==> config.mk <==
export PLATFORM = sky130hd
export DESIGN_NAME = csel_restoring_divider
export DESIGN_NICKNAME = d
export VERILOG_FILES = /design/src/rtl/div_pkg.sv /design/src/rtl/csel_subtractor.sv /design/src/rtl/csel_restoring_divider.sv
export SDC_FILE = /design/constraint.sdc
export NUM_CORES = 1
export LEC_CHECK = 0
export BUFFER_PORTS_ARGS = -buffer_cell sky130_fd_sc_hd__buf_2
export CAP_MARGIN = 20
export CORE_AREA = 2 2 112 81
export CTS_CLUSTER_DIAMETER = 30
export DETAILED_ROUTE_END_ITERATION = 6
export DIE_AREA = 0 0 114 83
export HOLD_SLACK_MARGIN = 0.05
export PLACE_DENSITY_LB_ADDON = 0.25
export SYNTH_ARGS = -nofsm -noshare
export SYNTH_HDL_FRONTEND = slang
export SYNTH_SLANG_ARGS = --single-unit
==> constraint.sdc <==
create_clock -name clk -period 3.73 [get_ports clk]
set_input_delay 0.1865 -clock clk [delete_from_list [all_inputs] [get_ports clk]]
set_output_delay 0.1865 -clock clk [all_outputs]
set_load 0.02 [all_outputs]
==> src/rtl/div_pkg.sv <==
// Shared definitions for the carry-select restoring divider.
//   div_state_e : FSM state encoding (IDLE, BUSY, DONE)
//   DEF_WIDTH   : default operand / result width
//   DEF_BLOCK   : default carry-select block width
//   cnt_width() : width of an iteration counter that must hold the value WIDTH
package div_pkg;

  typedef enum logic [1:0] {
    IDLE = 2'd0,
    BUSY = 2'd1,
    DONE = 2'd2
  } div_state_e;

  localparam int DEF_WIDTH = 8;
  localparam int DEF_BLOCK = 4;

  function automatic int cnt_width(input int width);
    return $clog2(width + 1);
  endfunction

endpackage

==> src/rtl/csel_subtractor.sv <==
// Combinational carry-select subtractor: diff = a + ~b + 1 (mod 2^N).
// Ports:
//   a, b  [N-1:0] in  : minuend, subtrahend
//   diff  [N-1:0] out : a - b modulo 2^N
//   cout          out : 1 when no borrow occurred (a >= b, unsigned)
// Each BLOCK-wide slice precomputes its sum for carry-in 0 and 1; the carry
// out of the previous slice picks one, so only one block ripples per path.
// The last slice is narrower when N is not a multiple of BLOCK.
module csel_subtractor #(
  parameter int N     = 9,
  parameter int BLOCK = 4
) (
  input  logic [N-1:0] a,
  input  logic [N-1:0] b,
  output logic [N-1:0] diff,
  output logic         cout
);

  localparam int NB = (N + BLOCK - 1) / BLOCK;

  logic [N-1:0] b_inv;
  logic [NB:0]  carry;

  assign b_inv    = ~b;
  // The "+1" of the two's-complement negation enters as the first carry-in.
  assign carry[0] = 1'b1;

  for (genvar i = 0; i < NB; i++) begin : g_blk
    localparam int LO = i * BLOCK;
    localparam int W  = ((N - LO) < BLOCK) ? (N - LO) : BLOCK;

    logic [W:0] sum0;
    logic [W:0] sum1;

    assign sum0 = {1'b0, a[LO +: W]} + {1'b0, b_inv[LO +: W]};
    assign sum1 = {1'b0, a[LO +: W]} + {1'b0, b_inv[LO +: W]} + (W + 1)'(1);

    assign diff[LO +: W] = carry[i] ? sum1[W-1:0] : sum0[W-1:0];
    assign carry[i+1]    = carry[i] ? sum1[W]     : sum0[W];
  end

  assign cout = carry[NB];

endmodule

==> src/rtl/csel_restoring_divider.sv <==
// Sequential unsigned restoring divider, one quotient bit per clock.
// Ports:
//   clk, rst          : clock (rising edge), synchronous active-high reset
//   start             : request; accepted only in IDLE or DONE
//   dividend, divisor : operands, sampled with an accepted start
//   busy              : high while iterating
//   done              : one-cycle pulse when a new result is presented
//   quotient,
//   remainder         : result, held until the next result is produced
//   div_by_zero       : set with the result when the divisor was zero
// A zero divisor short-circuits to DONE with quotient all ones and
// remainder equal to the dividend.
module csel_restoring_divider
  import div_pkg::*;
#(
  parameter int WIDTH = DEF_WIDTH,
  parameter int BLOCK = DEF_BLOCK
) (
  input  logic             clk,
  input  logic             rst,
  input  logic             start,
  input  logic [WIDTH-1:0] dividend,
  input  logic [WIDTH-1:0] divisor,
  output logic             busy,
  output logic             done,
  output logic [WIDTH-1:0] quotient,
  output logic [WIDTH-1:0] remainder,
  output logic             div_by_zero
);

  localparam int CW = cnt_width(WIDTH);

  div_state_e       state_q, state_d;
  logic [CW-1:0]    cnt_q, cnt_d;
  logic [WIDTH:0]   r_q, r_d;
  logic [WIDTH-1:0] q_q, q_d;
  logic [WIDTH-1:0] dvs_q, dvs_d;
  logic [WIDTH-1:0] quo_q, quo_d;
  logic [WIDTH-1:0] rem_q, rem_d;
  logic             dbz_q, dbz_d;

  logic             accept;
  logic             last_iter;
  logic [WIDTH:0]   r_shift;
  logic [WIDTH:0]   trial;
  logic             no_borrow;
  logic [WIDTH:0]   r_iter;
  logic [WIDTH-1:0] q_iter;

  assign accept    = start && (state_q != BUSY);
  assign last_iter = (cnt_q == CW'(1));

  // Bring the next dividend bit into the partial remainder.
  assign r_shift = {r_q[WIDTH-1:0], q_q[WIDTH-1]};

  csel_subtractor #(
    .N     (WIDTH + 1),
    .BLOCK (BLOCK)
  ) u_sub (
    .a    (r_shift),
    .b    ({1'b0, dvs_q}),
    .diff (trial),
    .cout (no_borrow)
  );

  // Restore on borrow: keep the shifted remainder and record a 0 bit.
  assign r_iter = no_borrow ? trial : r_shift;
  assign q_iter = {q_q[WIDTH-2:0], no_borrow};

  // State register plus datapath registers.
  always_ff @(posedge clk) begin
    if (rst) begin
      state_q <= IDLE;
      cnt_q   <= '0;
      r_q     <= '0;
      q_q     <= '0;
      dvs_q   <= '0;
      quo_q   <= '0;
      rem_q   <= '0;
      dbz_q   <= 1'b0;
    end else begin
      state_q <= state_d;
      cnt_q   <= cnt_d;
      r_q     <= r_d;
      q_q     <= q_d;
      dvs_q   <= dvs_d;
      quo_q   <= quo_d;
      rem_q   <= rem_d;
      dbz_q   <= dbz_d;
    end
  end

  // Next-state logic.
  always_comb begin
    state_d = state_q;
    case (state_q)
      IDLE, DONE: begin
        if (start) state_d = (divisor == '0) ? DONE : BUSY;
        else       state_d = IDLE;
      end
      BUSY:    if (last_iter) state_d = DONE;
      default: state_d = IDLE;
    endcase
  end

  // Datapath next values.
  always_comb begin
    cnt_d = cnt_q;
    r_d   = r_q;
    q_d   = q_q;
    dvs_d = dvs_q;
    quo_d = quo_q;
    rem_d = rem_q;
    dbz_d = dbz_q;
    if (accept) begin
      q_d   = dividend;
      dvs_d = divisor;
      r_d   = '0;
      cnt_d = CW'(WIDTH);
      if (divisor == '0) begin
        quo_d = '1;
        rem_d = dividend;
        dbz_d = 1'b1;
      end
    end else if (state_q == BUSY) begin
      q_d   = q_iter;
      r_d   = r_iter;
      cnt_d = cnt_q - CW'(1);
      // Publish on the edge that enters DONE so results align with done.
      if (last_iter) begin
        quo_d = q_iter;
        rem_d = r_iter[WIDTH-1:0];
        dbz_d = 1'b0;
      end
    end
  end

  // Outputs.
  always_comb begin
    busy        = (state_q == BUSY);
    done        = (state_q == DONE);
    quotient    = quo_q;
    remainder   = rem_q;
    div_by_zero = dbz_q;
  end

endmodule

# Word level (Yosys, flattened, before mapping)
# Cells that the tools add are included.
dict set report totals {
  regBits 47
  latchBits 0
  mem_bits_rw 0
  mem_bits_ro 0
  word_cells 55
  n_memories 0
}
dict set report op_classes {
  add_sub_neg 7
  multipliers 0
  n_div 0
  magnitude_cmp 0
  eq_ne 6
  shifts 0
  n_mux 24
  bitwise 1
  reduce_logical 8
}
# cell count
set op_table {}
lappend op_table {{$mux 8} 11}
lappend op_table {{$mux 4} 3}
lappend op_table {{$add 4x4->5} 2}
lappend op_table {{$add 5x1->5 const B} 2}
lappend op_table {{$not 8->9} 1}
lappend op_table {{$logic_not 8->1} 1}
lappend op_table {{$mux 1} 6}
lappend op_table {{$mux 2} 3}
lappend op_table {{$ne 2x1->1 const B} 3}
lappend op_table {{$eq 4x1->1 const B} 1}
lappend op_table {{$pmux 2 s2} 1}
lappend op_table {{$reduce_bool 2->1} 2}
lappend op_table {{$reduce_or 2->1} 2}
lappend op_table {{$sub 4x1->4 const B} 1}
lappend op_table {{$reduce_and 3->1} 1}
lappend op_table {{$add 1x1->2} 1}
lappend op_table {{$add 2x1->2 const B} 1}
lappend op_table {{$eq 2x1->1 const B} 1}
lappend op_table {{$eq 2x2->1 const B} 1}
lappend op_table {{$logic_not 2->1} 1}
lappend op_table {{$logic_and 1x1->1} 1}

# Depth between registers and ports, before layout
# Gate-level depths: netlist of run 1.
dict set report depth {
  ltp_word 9
  depth_mapped 12
  mapped_depth_nobuf 12
}

# By module
# Synthesis of run 1 repeated with hierarchy kept, for this count alone.
dict set report unflattened {
  cells_unflattened 271
  area_unflattened_um2 2521.2
}
# mod n_inst cells_each area_each_um2
set modules_own_cells {}
lappend modules_own_cells {csel_restoring_divider 1 214 2064.5}
lappend modules_own_cells {csel_subtractor 1 57 456.7}

# Worst setup path after synthesis of run 1
# Ideal clock, no wire load.
dict set report synth_path {
  kind {register to register}
  from {register dvs_q[4]}
  to {register rem_q[7], in the netlist remainder[7]}
  arrival_time_ps 2515
  required_ps 3642
  slack_ps 1127
  stages_incl_launch_ff 13
  path_buffers 0
  path_cell_list {dfxtp_1 > inv_1 > ha_1 > inv_1 > fa_1 > inv_1 > ha_1 > o21a_1 > o311ai_2 > nor3_4 > mux2i_2 > o221ai_2 > a311oi_2}
}
dict set report synth_via {
  elab_chain_len 9
  word_cells_on_any_way 10
  classes_between {add/sub: 2; mux: 7; bitwise: 1}
}
# element line_no
set synth_rtl {}
lappend synth_rtl {{from (decl)} csel_restoring_divider.sv:37} ;# logic [WIDTH-1:0] dvs_q, dvs_d;
lappend synth_rtl {{from (signal assigned)} csel_restoring_divider.sv:86} ;# dvs_q <= dvs_d;
lappend synth_rtl {{$not 8->9 *} csel_subtractor.sv:24} ;# assign b_inv = ~b;
lappend synth_rtl {{$add 4x4->5 *} {csel_subtractor.sv:35, csel_subtractor.sv:36}}
lappend synth_rtl {{$add 5x1->5} csel_subtractor.sv:36} ;# assign sum1 = {1'b0, a[LO +: W]} + {1'b0, b_inv[LO +: W]} + (W + 1)'(1);
lappend synth_rtl {{$mux 1 (2 in a row)} csel_subtractor.sv:39} ;# assign carry[i+1] = carry[i] ? sum1[W] : sum0[W];
lappend synth_rtl {{$mux 8 *} csel_restoring_divider.sv:67} ;# assign r_iter = no_borrow ? trial : r_shift;
lappend synth_rtl {{$mux 8 *} csel_restoring_divider.sv:130} ;# if (last_iter) begin
lappend synth_rtl {{$mux 8 *} csel_restoring_divider.sv:125} ;# end else if (state_q == BUSY) begin
lappend synth_rtl {{$mux 8 *} csel_restoring_divider.sv:115} ;# if (accept) begin
lappend synth_rtl {{to (signal assigned)} csel_restoring_divider.sv:88} ;# rem_q <= rem_d;
lappend synth_rtl {{to (decl)} csel_restoring_divider.sv:39} ;# logic [WIDTH-1:0] rem_q, rem_d;
# Every way passes the cells marked *; elsewhere a longest branch is shown, timed or not. The select of a mux whose other input is x is not followed.
# A chain may end at the register's enable or synchronous reset.

# Final worst setup path of run 1
# Ends and elaborated chain as after synthesis.

==> results of run 1 <==
## power by group through the flow
stage | logic [mW] | registers (mW) | clock network, mW
2_1_floorplan | 0.299 | 0.566 | 0
3_3_place_gp | 0.380 | 0.569 | 0
3_5_place_dp | 0.384 | 0.570 | 0
4_1_cts | 0.386 | 0.559 | 0.451
5_1_grt | 0.427 | 0.564 | 0.467
6_report | 0.384 | 0.560 | 0.435
## logic make-up (layout without fill, tap and decap cells)
| kind of cell | count (synthesis) | in the layout | synth area share (%) |
|---|---|---|---|
| buffers and inverters | 34 | 71 | 5.27 |
| flip-flops | 47 | 47 | 38.1 |
| multiplexers | 15 | 15 | 6.49 |
| XOR/XNOR | 10 | 10 | 4.16 |
| AND/OR/NAND/NOR | 112 | 112 | 21.0 |
| adder cells (fa/ha/maj) | 13 | 13 | 7.20 |
| AO/OA/AOI/OAI | 62 | 62 | 17.7 |
## area by class of cell
type                            instances  area [sq um]
Clock buffer                            7           133
Clock inverter                          1          5.00
Fill cell                             911          5430
Inverter                               20          75.1
Multi-Input combinational cell        212          1400
Sequential cell                        47           941
Tap cell                              105           131
Timing Repair Buffer                   43           230
## worst max path at each step
stage,from,endpoint,slack [ns]
2_1_floorplan,dvs_q[4],remainder[7],1.13
3_3_place_gp,dvs_q[4],remainder[7],0.97
3_5_place_dp,dvs_q[4],remainder[7],0.85
4_1_cts,dvs_q[4],remainder[7],0.83
5_1_grt,dvs_q[4],remainder[7],0.64
6_report,dvs_q[4],remainder[7],0.84
## sequential cells by signal, summed over array words and instances (netlist names)
register	cells
remainder	8
state_q	2
cnt_q	4
div_by_zero	1
dvs_q	8
quotient	8
q_q	8
r_q	8
## synth_stat cells, types with 3 or more instances
cell type	instances
sky130_fd_sc_hd__dfxtp_1	47
sky130_fd_sc_hd__nor2_1	39
sky130_fd_sc_hd__nand2_1	33
sky130_fd_sc_hd__inv_1	19
sky130_fd_sc_hd__a21oi_1	18
sky130_fd_sc_hd__a211oi_1	15
sky130_fd_sc_hd__clkbuf_1	12
sky130_fd_sc_hd__mux2i_1	12
sky130_fd_sc_hd__ha_1	11
sky130_fd_sc_hd__nor3_1	9
sky130_fd_sc_hd__nand3_1	8
sky130_fd_sc_hd__a21o_1	6
sky130_fd_sc_hd__o21ai_0	6
sky130_fd_sc_hd__or2_2	5
sky130_fd_sc_hd__xnor2_1	5
sky130_fd_sc_hd__and3_1	3
sky130_fd_sc_hd__o221ai_1	3
sky130_fd_sc_hd__xor2_1	3
## layer usage
metal  wire length [um]  vias to the layer above  global-route usage, %
li1                   -                     1080                      -
met1               3440                      981                   22.2
met2               2470                       44                   17.6
met3                329                        2                   3.65
met4                 32                        0                   2.99
met5                  0                        -                      0
## metrics by stage
step / util [%] / setup slack, ns / hold WS, ns / instances
floorplan: - / 1.13 / 0.322 / 293
global placement: 33.3 / 0.969 / 0.441 / 427
detailed placement: 33.3 / 0.849 / 0.444 / 427
CTS: 34.9 / 0.835 / 0.139 / 435
global route: 34.9 / 0.644 / 0.155 / 435
finish: 34.9 / 0.839 / 0.145 / 435
## worst max-delay path, cell delays in order, from the launching register on
cell and delay (ns):
sky130_fd_sc_hd__dfxtp_1 0.32, sky130_fd_sc_hd__inv_1 0.04, sky130_fd_sc_hd__ha_1 0.18, sky130_fd_sc_hd__inv_1 0.07, sky130_fd_sc_hd__fa_1 0.40, sky130_fd_sc_hd__inv_1 0.10
sky130_fd_sc_hd__ha_1 0.16, sky130_fd_sc_hd__o21a_1 0.15, sky130_fd_sc_hd__o311ai_2 0.16, sky130_fd_sc_hd__nor3_4 0.29, sky130_fd_sc_hd__mux2i_2 0.49, sky130_fd_sc_hd__o221ai_2 0.18
sky130_fd_sc_hd__a311oi_2 0.26
==> summary by stage, run 1 <==
Status
The flow ran to the end, and the final reports show no timing, DRC or antenna violations.

GRT
The via count of the first global-routing pass is between 1500 and 2000. The number of antenna violations at the first check in global routing is 0. Entering global routing, the biggest net connects 40 pins.

The first-pass GRT wire length is between 10 and 15 mm. The residual overflow from global routing is 0. The overall fraction of global-route tracks in use is 13.8%.

Drt
The number of vias per cell after detailed routing is slightly below 5. The first-pass iteration count of the detailed router is 4. The first routing iteration left 90 violations.

The DRC violations left is 0. The routed layout has approximately 2100 vias. Dividing the detail-routed wire length by the instance count gives about 14 um. The count of antenna-violating nets left after detailed routing is 0. The final wirelength is 6.28 mm.

Critical path
The number of cells on the worst reg-to-reg path is 12. The critical register-to-register path endpoint is remainder[7]. The startpoint type of the worst setup path is a register. The reg-to-reg setup timing slack is 0.84 ns. The largest fanout on the critical path is 7. The worst register-to-register path begins at dvs_q[4]. The data required time at the worst endpoint is 3.93 ns. For the worst setup path, the data arrival time is between 3 and 4 ns. The capturing element type of the critical path is a register. The setup path with the least slack is of type register to register.

Die
The core region is 8340 sq um. The floorplan step set the die width to 114 um. Measured along the y axis, the die boundary spans ~83 um. The count of boundary I/O pins is 38.

The effective utilization at floorplan is 29.6%. The die covers 9460 sq um. The count of standard-cell rows is 28.

Power
Of the total power, the share spent switching nets is between 30% and 40%. The sequential group share of total power is between 40% and 50%. The clock network accounts for 31.6% of the total power. Power comes to about 1.4 mW.

The maximum vdd ir drop is about 0.19 mV. The power density over the cells is ~470 nW/um^2. Combinational logic is responsible for about 28% of the overall power.

Internal power comes to about 940 uW. For this design the total switching power over the nets is 435 uW. In this run the static leakage power is 1.20 nW.

Logic synthesis
During synthesis, Yosys emitted a total of 0 warnings. Synthesis produced a netlist whose cell count is between 200 and 300. The post-synthesis net count is between 300 and 400. For this run, the register share of the synthesized area comes to 38.1%.

Synthesis inferred between 40 and 50 register bits. The synthesized cell area is between 2000 and 2500 sq um. The async set-or-reset flop fraction in the synthesized netlist is 0%. For this run, the leading register cell type out of synthesis is sky130_fd_sc_hd__dfxtp_1.

Dividing the synthesized area by the synthesized cell count gives between 8 and 9 sq um. Summed over its instances, the top area cell type makes up around two fifths of the synthesized netlist area. After synthesis, the cell types taking the most area are sky130_fd_sc_hd__dfxtp_1, sky130_fd_sc_hd__nor2_1, sky130_fd_sc_hd__ha_1, sky130_fd_sc_hd__nand2_1, sky130_fd_sc_hd__mux2i_1. The netlist uses 47 different library cells. Counting flops with a built-in enable in the synthesized netlist gives 0.

The largest total area in the synthesized netlist belongs to sky130_fd_sc_hd__dfxtp_1.

Placed design
The placed standard-cell area is about 2800 sq um. The last weighted congestion value of the routability-driven placer is around 0.79. The sum of net half-perimeters after detailed placement is 4.79 mm.

During placement, the flow inserted port buffers numbering 37.

Hold path
The worst hold path class is primary input to register. The capture endpoint of the worst hold path is dvs_q[3]. The startpoint of the worst hold path is divisor[3]. The hold path depth is 3.

Clock network
The source-to-sink clock delay at the later pin of the worst-skew pair is just under 0.3 ns. The number of hold buffers added after CTS was 0. In this run the number of H-tree levels came out at 2. For this design, the sink count on the clock tree is 47. The number of buffers inserted to repair setup after CTS is 0. The clock root buffer is sky130_fd_sc_hd__clkbuf_16. The clock transition at the registers of the reported paths is 0.06 ns.

In this run the deepest clock path goes through 2 buffers. The TritonCTS clock tree is built. Buffers inserted during clock tree synthesis total 5.

The number of instances resized during post-cts repair is 0.

Layout
Once layout is done, the placed cells without fillers occupy about 2900 sq um. The repair_antennas step left the layout with diodes totalling 0. In the final layout, the share of cells above drive strength 1 is a little under 20%. The area growth from synthesis to layout is 18.0%. The library cell used most frequently in the layout, excluding fill and tap cells, is sky130_fd_sc_hd__dfxtp_1. The library cells used most frequently in the layout, excluding fill and tap cells, are sky130_fd_sc_hd__dfxtp_1, sky130_fd_sc_hd__nor2_1, sky130_fd_sc_hd__buf_2. The final layout net count is 361.

Timing
Setup violations remaining at the end of the flow were counted as 0. Adding up every negative setup slack in the final design gives 0 ns. The transition time at the pin with the least slew margin is 0.752 ns. The headroom to the max-slew limit is 49.9%.

Based on the critical path, the design can be clocked at up to roughly 0.35 GHz. The final number of max-transition violations is 0. The period utilization is between 70% and 80%. The number of hold violations in the final report is 0.

The final critical path time including I/O delays and setup is 2.89 ns. The final worst clock skew is approximately 0.0051 ns. Setup repair after global routing left no endpoint under its margin.

Flow run
Across the run, the number of max-cap violations was 0.
Power figures use the tool's default switching activity.
==> inputs of run 2 (changes only) <==
--- a/config.mk
+++ b/config.mk
@@ -5,12 +5,13 @@
 export SDC_FILE = /design/constraint.sdc
 export NUM_CORES = 1
 export LEC_CHECK = 0
+export ABC_AREA = 1
 export BUFFER_PORTS_ARGS = -buffer_cell sky130_fd_sc_hd__buf_2
 export CAP_MARGIN = 20
-export CORE_AREA = 2 2 112 81
+export CORE_AREA = 2 2 112 82
 export CTS_CLUSTER_DIAMETER = 30
 export DETAILED_ROUTE_END_ITERATION = 6
-export DIE_AREA = 0 0 114 83
+export DIE_AREA = 0 0 114 84
 export HOLD_SLACK_MARGIN = 0.05
 export PLACE_DENSITY_LB_ADDON = 0.25
 export SYNTH_ARGS = -nofsm -noshare
==> constraint.sdc (replaced) <==
create_clock -name clk -period 2.6 [get_ports clk]
set_input_delay 0.13 -clock clk [delete_from_list [all_inputs] [get_ports clk]]
set_output_delay 0.13 -clock clk [all_outputs]
set_load 0.02 [all_outputs]
==> run 2 against run 1 <==
Register-to-register slack got worse by 0.55 ns. Die area increased by 1.2%. Setup slack got worse by 0.55 ns. Maximum frequency increased by 25%. Routed wire length increased by 4.0%. Clock-buffer cell count unchanged. Synthesized cell count increased by 14%.
==> summary by stage, run 2 <==
Timing
Setup violations remaining at the end of the flow were counted as 0. For the finished layout, the period the worst path requires is about 2.3 ns. The headroom to the max-slew limit is approximately 70%. The transition time at the pin with the least slew margin is 0.440 ns. The number of hold violations in the final report is 0.

The period utilization is 88.9%. Based on the critical path, the design can be clocked at up to around 0.43 GHz. The worst hold margin is slightly above 0.09 ns.

The final number of max-transition violations came to 0. On the final layout, the worst clock skew is around 0.0045 ns. The sum of negative setup slack is 0 ns. Setup slack on the critical path of the routed design comes to around 0.29 ns. Setup repair after global routing left no endpoint under its margin.

Logic synthesis
The synthesized cell area is between 2000 and 2500 sq um. The synthesized-area fraction occupied by and/or/nand/nor cells is a little under a quarter. In the post-synthesis netlist, the biggest area contributors are sky130_fd_sc_hd__dfxtp_1, sky130_fd_sc_hd__inv_1, sky130_fd_sc_hd__nand2_1, sky130_fd_sc_hd__a21oi_1, sky130_fd_sc_hd__ha_1. Summing the areas of all fa, ha and maj instances in the mapped netlist gives 7.16% of the synthesized area. The number of distinct library cells after synthesis is 33. The most used flip-flop cell after synthesis is sky130_fd_sc_hd__dfxtp_1. The sequential cell area fraction in the yosys report is roughly 38%. The number of warning messages in the yosys log is 0. The top-area cell type share of the netlist area is between 30% and 40%. The post-synthesis register bit count is 47. Summing the areas of all xor and xnor instances in the mapped netlist gives ~2.4% of the synthesized area. After synthesis, the largest family of logic cells by area is simple AND/OR/NAND/NOR gates. The mean post-synth cell area is around 7.5 sq um. By instance count, the leading cell after synthesis is sky130_fd_sc_hd__inv_1.

Of all cell types, the one taking the most synthesized area is sky130_fd_sc_hd__dfxtp_1. After synthesis, the share of cell area in mux cells is 0%. Yosys mapped a number of flops with a built-in enable equal to 0.

Counting every instance in the synthesized netlist gives approximately 330. The async set-or-reset flop fraction in the synthesized netlist is 0%. The share of the synthesized area in compound gates (AO/OA/AOI/OAI) is approximately 17%.

The commonest cells after synthesis are sky130_fd_sc_hd__inv_1, sky130_fd_sc_hd__nand2_1, sky130_fd_sc_hd__dfxtp_1. The post-synthesis net count is between 300 and 400.

Placed design
The sum of net half-perimeters after detailed placement is around 5 mm. The count of buffers added on input and output ports is 37. The last weighted congestion value of the routability-driven placer is 0.941. The worst setup slack before clock tree synthesis is about 0.29 ns.

Critical path
For the worst setup path, the data arrival time is between 2 and 2.5 ns. The most repeated library cell on the critical path is sky130_fd_sc_hd__inv_1. On the critical path the largest part of the delay comes from adder cells.

The startpoint of the most critical setup path is dvs_q[4]. By startpoint and endpoint, the worst setup path is classified as register to register. STA classifies the critical path endpoint as a register. The startpoint of the worst register-to-register path is dvs_q[4].

Traced cell by cell, the critical path runs through inv_1, ha_1, inv_1, fa_1, inv_1, ha_1, nand2_4, nor2_4, nand2_2, nand2_4, nand3_4, nand2_1, nand2_1, o21ai_1, inv_1. STA classifies the critical path startpoint as a register. For this design, the slowest cell found on the critical path is sky130_fd_sc_hd__fa_1. The largest fanout on the critical path is 10. The delay of the slowest cell on the worst path is 0.45 ns. The data required time at the worst endpoint is between 2 and 3 ns. The number of buffers and inverters on the critical path is 4.

Clock network
The total CTS buffers is 5. After clock tree synthesis, the setup repair step added 0 buffers. The clock root buffer is sky130_fd_sc_hd__clkbuf_16. Clock latency on the worst-skew pair, taken at its later pin, is ~0.28 ns. The largest buffer count on any clock path is 2. The TritonCTS clock tree is built.

The clock transition at the registers of the reported paths is approximately 0.06 ns. The number of clock sinks is 47. In this run the number of H-tree levels came out at 2.

After clock tree synthesis, the repair step resized 0 gates. The number of hold buffers added after CTS was 0.

Power
The completed layout was analyzed and its total power is 1.94 mW. Power spread over the standard cell area amounts to between 600 and 700 nW/um^2. IR analysis of the VDD net gives a maximum drop of approximately 0.23 mV. The analysis attributes to cell leakage a power of roughly 1.4 nW.

Die
Row generation in the floorplan step produced 29 rows. The die extent in x is about 110 um. The total core area is 8640 sq um.

The effective utilization at floorplan is between 20% and 30%. The area of the die is around 9600 sq um. The die is 84 um tall.

The count of boundary I/O pins is 38.

Drt
The final wirelength is 6.53 mm. The wire length per cell after detailed routing is between 10 and 15 um. The count of antenna-violating nets left after detailed routing is 0. The number of vias per cell after detailed routing is 4.66. In the routed design, unresolved DRC markers number 0.

The DRC violation total after the first TritonRoute iteration is about 180. The number of vias in the routed layout is ~2200. The first-pass iteration count of the detailed router is 4.

GRT
The number of antenna violations at the first check in global routing came to 0. For this run the aggregate overflow at the end of global routing stands at 0. The via count of the first global-routing pass is 2226. Entering global routing, the biggest net connects 25 pins. The overall fraction of global-route tracks in use is 14.5%. The first-pass GRT wire length is approximately 11 mm.

Layout
Relative to the synthesized area, the layout overhead comes to 17.8%. At the end of the flow, the number of nets in the layout was ~400. In the layout the commonest cells are sky130_fd_sc_hd__inv_1, sky130_fd_sc_hd__nand2_1, sky130_fd_sc_hd__dfxtp_1. The antenna diode instance count is 0. The fraction of final layout cells with drive strength greater than 1 is between 15 and 20%. The leading cell type in the layout, fill and taps excluded is sky130_fd_sc_hd__inv_1.

Flow run
The max-cap check violation count is 0.

Hold path
The min-delay analysis places its worst path in the category primary input to register. The startpoint identified for the worst hold timing path is divisor[0].

Status
The run finished with clean final reports.
-- run 2: worst paths after layout --
check / endpoint / slack (ns) / depth (start not counted)
max: r_q[7] / 0.29 / 15
min: dvs_q[0] / 0.09 / 3
max reg2reg: r_q[7] / 0.29 / 15
min reg2reg: dvs_q[3] / 0.47 / 2
-- run 2: area by class of cell --
cell class,count,area (sq um)
Fill cell,950,5710
Clock inverter,1,5.00
Multi-Input combinational cell,210,1250
Inverter,65,246
Tap cell,108,135
Sequential cell,47,941
Clock buffer,7,133
Timing Repair Buffer,41,215
-- run 2: cells by family (layout without fill, tap and decap cells) --
| logic type | Yosys count | after routing |
|---|---|---|
| buffers and inverters | 76 | 114 |
| XOR/XNOR | 6 | 6 |
| AND/OR/NAND/NOR | 117 | 117 |
| adder cells (fa/ha/maj) | 13 | 13 |
| AO/OA/AOI/OAI | 74 | 74 |
| flip-flops | 47 | 47 |
-- run 2: per-stage QoR --
stage / instance area, sq um / util (%) / std cells
2_1_floorplan: 2480 / - / 333
3_3_place_gp: 2790 / 32.3 / 471
3_5_place_dp: 2790 / 32.3 / 471
4_1_cts: 2920 / 33.9 / 479
5_1_grt: 2920 / 33.9 / 479
6_report: 2920 / 33.9 / 479
-- run 2: routing by layer --
metal	vias up	part of all wire [%]	global-route usage (%)
met4	0	0.12	1.66
met1	1024	58	23.2
met2	49	36	19.2
li1	1156	-	-
met3	2	6.0	4.14
met5	-	0	0
-- run 2: worst register-to-register path, delay by kind of cell (launching register included) --
kind	cells	cell delay [ns]
buffers and inverters	4	0.25
adder cells (fa/ha/maj)	3	0.83
flip-flops	1	0.31
AO/OA/AOI/OAI	1	0.13
AND/OR/NAND/NOR	7	0.69
-- run 2: power breakdown --
| group | total [mW] | internal [mW] | switching (mW) |
|---|---|---|---|
| Clock | 0.614 | 0.356 | 0.259 |
| Sequential | 0.790 | 0.764 | 0.0264 |
| Combinational | 0.532 | 0.183 | 0.349 |
==> inputs of run 3 (changes only) <==
==> constraint.sdc (replaced) <==
create_clock -name clk -period 2.6 [get_ports clk]
set_input_delay 0.52 -clock clk [delete_from_list [all_inputs] [get_ports clk]]
set_output_delay 0.52 -clock clk [all_outputs]
set_load 0.02 [all_outputs]
==> run 3 against run 2 <==
Clock power is 10% higher. Largest cell class unchanged. Maximum frequency is 0.27% higher. Final area is 0.90% higher. Sequential power hardly changed. Core utilization is 0.30 points higher.
==> summary by stage, run 3 (same netlist as run 2, synthesis figures left out) <==
Power
Sequential cells account for 39.7% of the total power. The switching power summed over all nets is 635 uW. The post-layout total power is around 2.0 mW. IR analysis of the VDD net gives a maximum drop of ~0.24 mV.

The internal portion of the total power is about 1.4 mW. The relative contribution of combinational cells to total power is a little over a quarter. Of the total power, the clock network draws around a third. The power density over the cells is 675 nW/um^2. For this design the static power due to leakage is ~1.4 nW. The fraction of power spent switching nets is approximately a third.

GRT
The via count of the first global-routing pass is approximately 2100. Across every metal layer, demand over resource in global routing totals between 10% and 20%. The pin count of the biggest net entering global routing is 25. The residual overflow from global routing is 0. The number of antenna violations at the first check in global routing is 0. The first global-routing pass estimated about 11 mm of wire.

Drt
The detail route stage leaves a number of antenna-violating nets equal to 0. Detailed routing placed a total of about 2.4 mm of wire on met2. The total routed wire length on the met1 layer is between 3 and 4 mm. The first routing iteration left 114 violations. The detailed route wirelength on metal3 is between 400 and 500 um.

After detailed routing, the average wire length per cell comes to between 10 and 15 um. The highest signal layer in the routed design is met4. After detailed routing, the total wire length is approximately 6.4 mm. The first TritonRoute pass finished after 4 iterations. In the routed design, unresolved DRC markers number 0.

The number of vias per cell after detailed routing is around 4.6. The routed layout has 2231 vias.

Hold path
The tightest min-delay check is of the register to register type.

Critical path
The data arrival time of the critical path is 2.49 ns. For the worst setup path, the data required time is 2.78 ns. In this run the worst setup path terminates at r_q[7]. In this run the critical register-to-register path is launched from dvs_q[4]. Setup slack on the worst reg-to-reg path comes out at 0.30 ns. The startpoint type of the worst setup path is a register. The critical register-to-register path endpoint is r_q[7]. Along the worst path, the maximum fanout reaches 10. The startpoint of the most critical setup path is dvs_q[4].

The critical path is of the register to register type. The capturing element type of the critical path is a register. The worst register-to-register path has a depth of 15.

Timing
The headroom to the max-slew limit is 63.9%. For the pin with the worst max-slew slack, the measured transition is approximately 0.54 ns. Setup violations remaining at the end of the flow were counted as 0.

Of the available clock period, the critical path in the final layout requires ~89%. Setup slack closes at 0.295 ns. Clock skew on the completed layout was measured at just under 0.004 ns.

The final number of max-transition violations came to 0. The final critical path time including I/O delays and setup is approximately 2.3 ns. The number of hold violations in the final report is 0.

The maximum clock frequency is 0.434 GHz. Setup repair after global routing left no endpoint under its margin. In the final timing run, aggregate negative setup slack is 0 ns.

On the final layout, the worst hold slack is approximately 0.47 ns.

Placed design
The placed standard-cell area is 2790 sq um. The last weighted congestion value of the routability-driven placer is 0.863. The sum of net half-perimeters after detailed placement is ~4.9 mm. After detailed placement, the design holds a cell count of about 470. The number of port buffers is 37. OpenSTA, run right after detailed placement, puts the worst setup slack at 0.295 ns.

Layout
The final layout net count is about 400. The repair_antennas step left the layout with diodes totalling 0. Excluding fillers, the count of instances in the completed layout stands at 480. The library cell used most frequently in the layout, excluding fill and tap cells, is sky130_fd_sc_hd__inv_1. The post-layout instance area is 2950 sq um. The area growth from synthesis to final layout is 18.9%. Once layout is complete, the utilization of the core stands at 34.2%.

Cells with a size suffix above 1 make up 18.3% of the layout. In the layout the commonest cells are sky130_fd_sc_hd__inv_1, sky130_fd_sc_hd__nand2_1, sky130_fd_sc_hd__dfxtp_1.

Clock network
The clock tree synthesis step divided the H-tree into 2 levels. After clock tree synthesis, the repair step resized 0 gates. The total CTS buffers is 5. The count of hold-fix buffers inserted at cts is 0. The TritonCTS clock tree is built. The source-to-sink clock delay at the later pin of the worst-skew pair is just under 0.3 ns. In this run the deepest clock path goes through 2 buffers. After clock tree synthesis, the clock-pin slew on the worst setup and hold paths is ~0.06 ns.

CTS placed an instance of sky130_fd_sc_hd__clkbuf_16 at the clock tree root. For this design, the sink count on the clock tree is 47. Buffers added to address setup during post-CTS repair amount to 0.

Die
The count of standard-cell rows is 29. The die span in y is roughly 84 um. During I/O placement, the number of pins put on the boundary was 38. The core region is 8640 sq um. The die is 114 um wide. For this configuration, the core starts out at a cell density of between 20% and 30%. The area of the die is between 9000 and 10000 sq um.

Status
The flow ran to the end, and the final reports show no timing, DRC or antenna violations.

Flow run
Across the run, the number of max-cap violations was 0.
run 3: cell count changes in the layout (fill, tap and decap cells not counted), sizes merged:
cell,before,now
buf,41,42
clkinv,2,1
clkbuf,7,8
run 3: routing by layer:
metal	vias to the layer above	GRT usage (%)
met5	-	0
met4	0	2.33
met3	5	3.49
met2	49	19.1
met1	1015	22.2
li1	1162	-
run 3: worst min path at each step:
stage / cells past startpoint / endpoint / startpoint
floorplan: 2 / dvs_q[2] / dvs_q[2]
global placement: 2 / dvs_q[4] / dvs_q[4]
detailed placement: 2 / div_by_zero / div_by_zero
CTS: 2 / div_by_zero / div_by_zero
global route: 2 / div_by_zero / div_by_zero
finish: 2 / div_by_zero / div_by_zero
run 3: power groups by stage:
stage | sequential (mW) | clock [mW] | combinational, mW
floorplan | 0.807 | 0 | 0.394
global placement | 0.806 | 0 | 0.525
detailed placement | 0.806 | 0 | 0.521
CTS | 0.790 | 0.693 | 0.525
global route | 0.795 | 0.728 | 0.599
finish | 0.790 | 0.677 | 0.526
run 3: worst max-delay path, cell delays in order (launching register included):
cell and delay [ns]:
sky130_fd_sc_hd__dfxtp_1 0.31, sky130_fd_sc_hd__inv_1 0.05, sky130_fd_sc_hd__ha_1 0.19, sky130_fd_sc_hd__inv_1 0.07, sky130_fd_sc_hd__fa_1 0.44, sky130_fd_sc_hd__inv_1 0.08, sky130_fd_sc_hd__ha_1 0.19, sky130_fd_sc_hd__nand2_4 0.07
sky130_fd_sc_hd__nor2_4 0.12, sky130_fd_sc_hd__nand2_2 0.08, sky130_fd_sc_hd__nand2_4 0.11, sky130_fd_sc_hd__nand3_4 0.13, sky130_fd_sc_hd__nand2_1 0.09, sky130_fd_sc_hd__nand2_1 0.09, sky130_fd_sc_hd__o21ai_1 0.13, sky130_fd_sc_hd__inv_1 0.04
run 3: layout make-up:
class,instances,area (sq um)
multi-input cells,210,1250
clock buffers,8,156
inverters,65,246
fillers,933,5690
flip-flops and latches,47,941
repair buffers,42,223
well taps,108,135
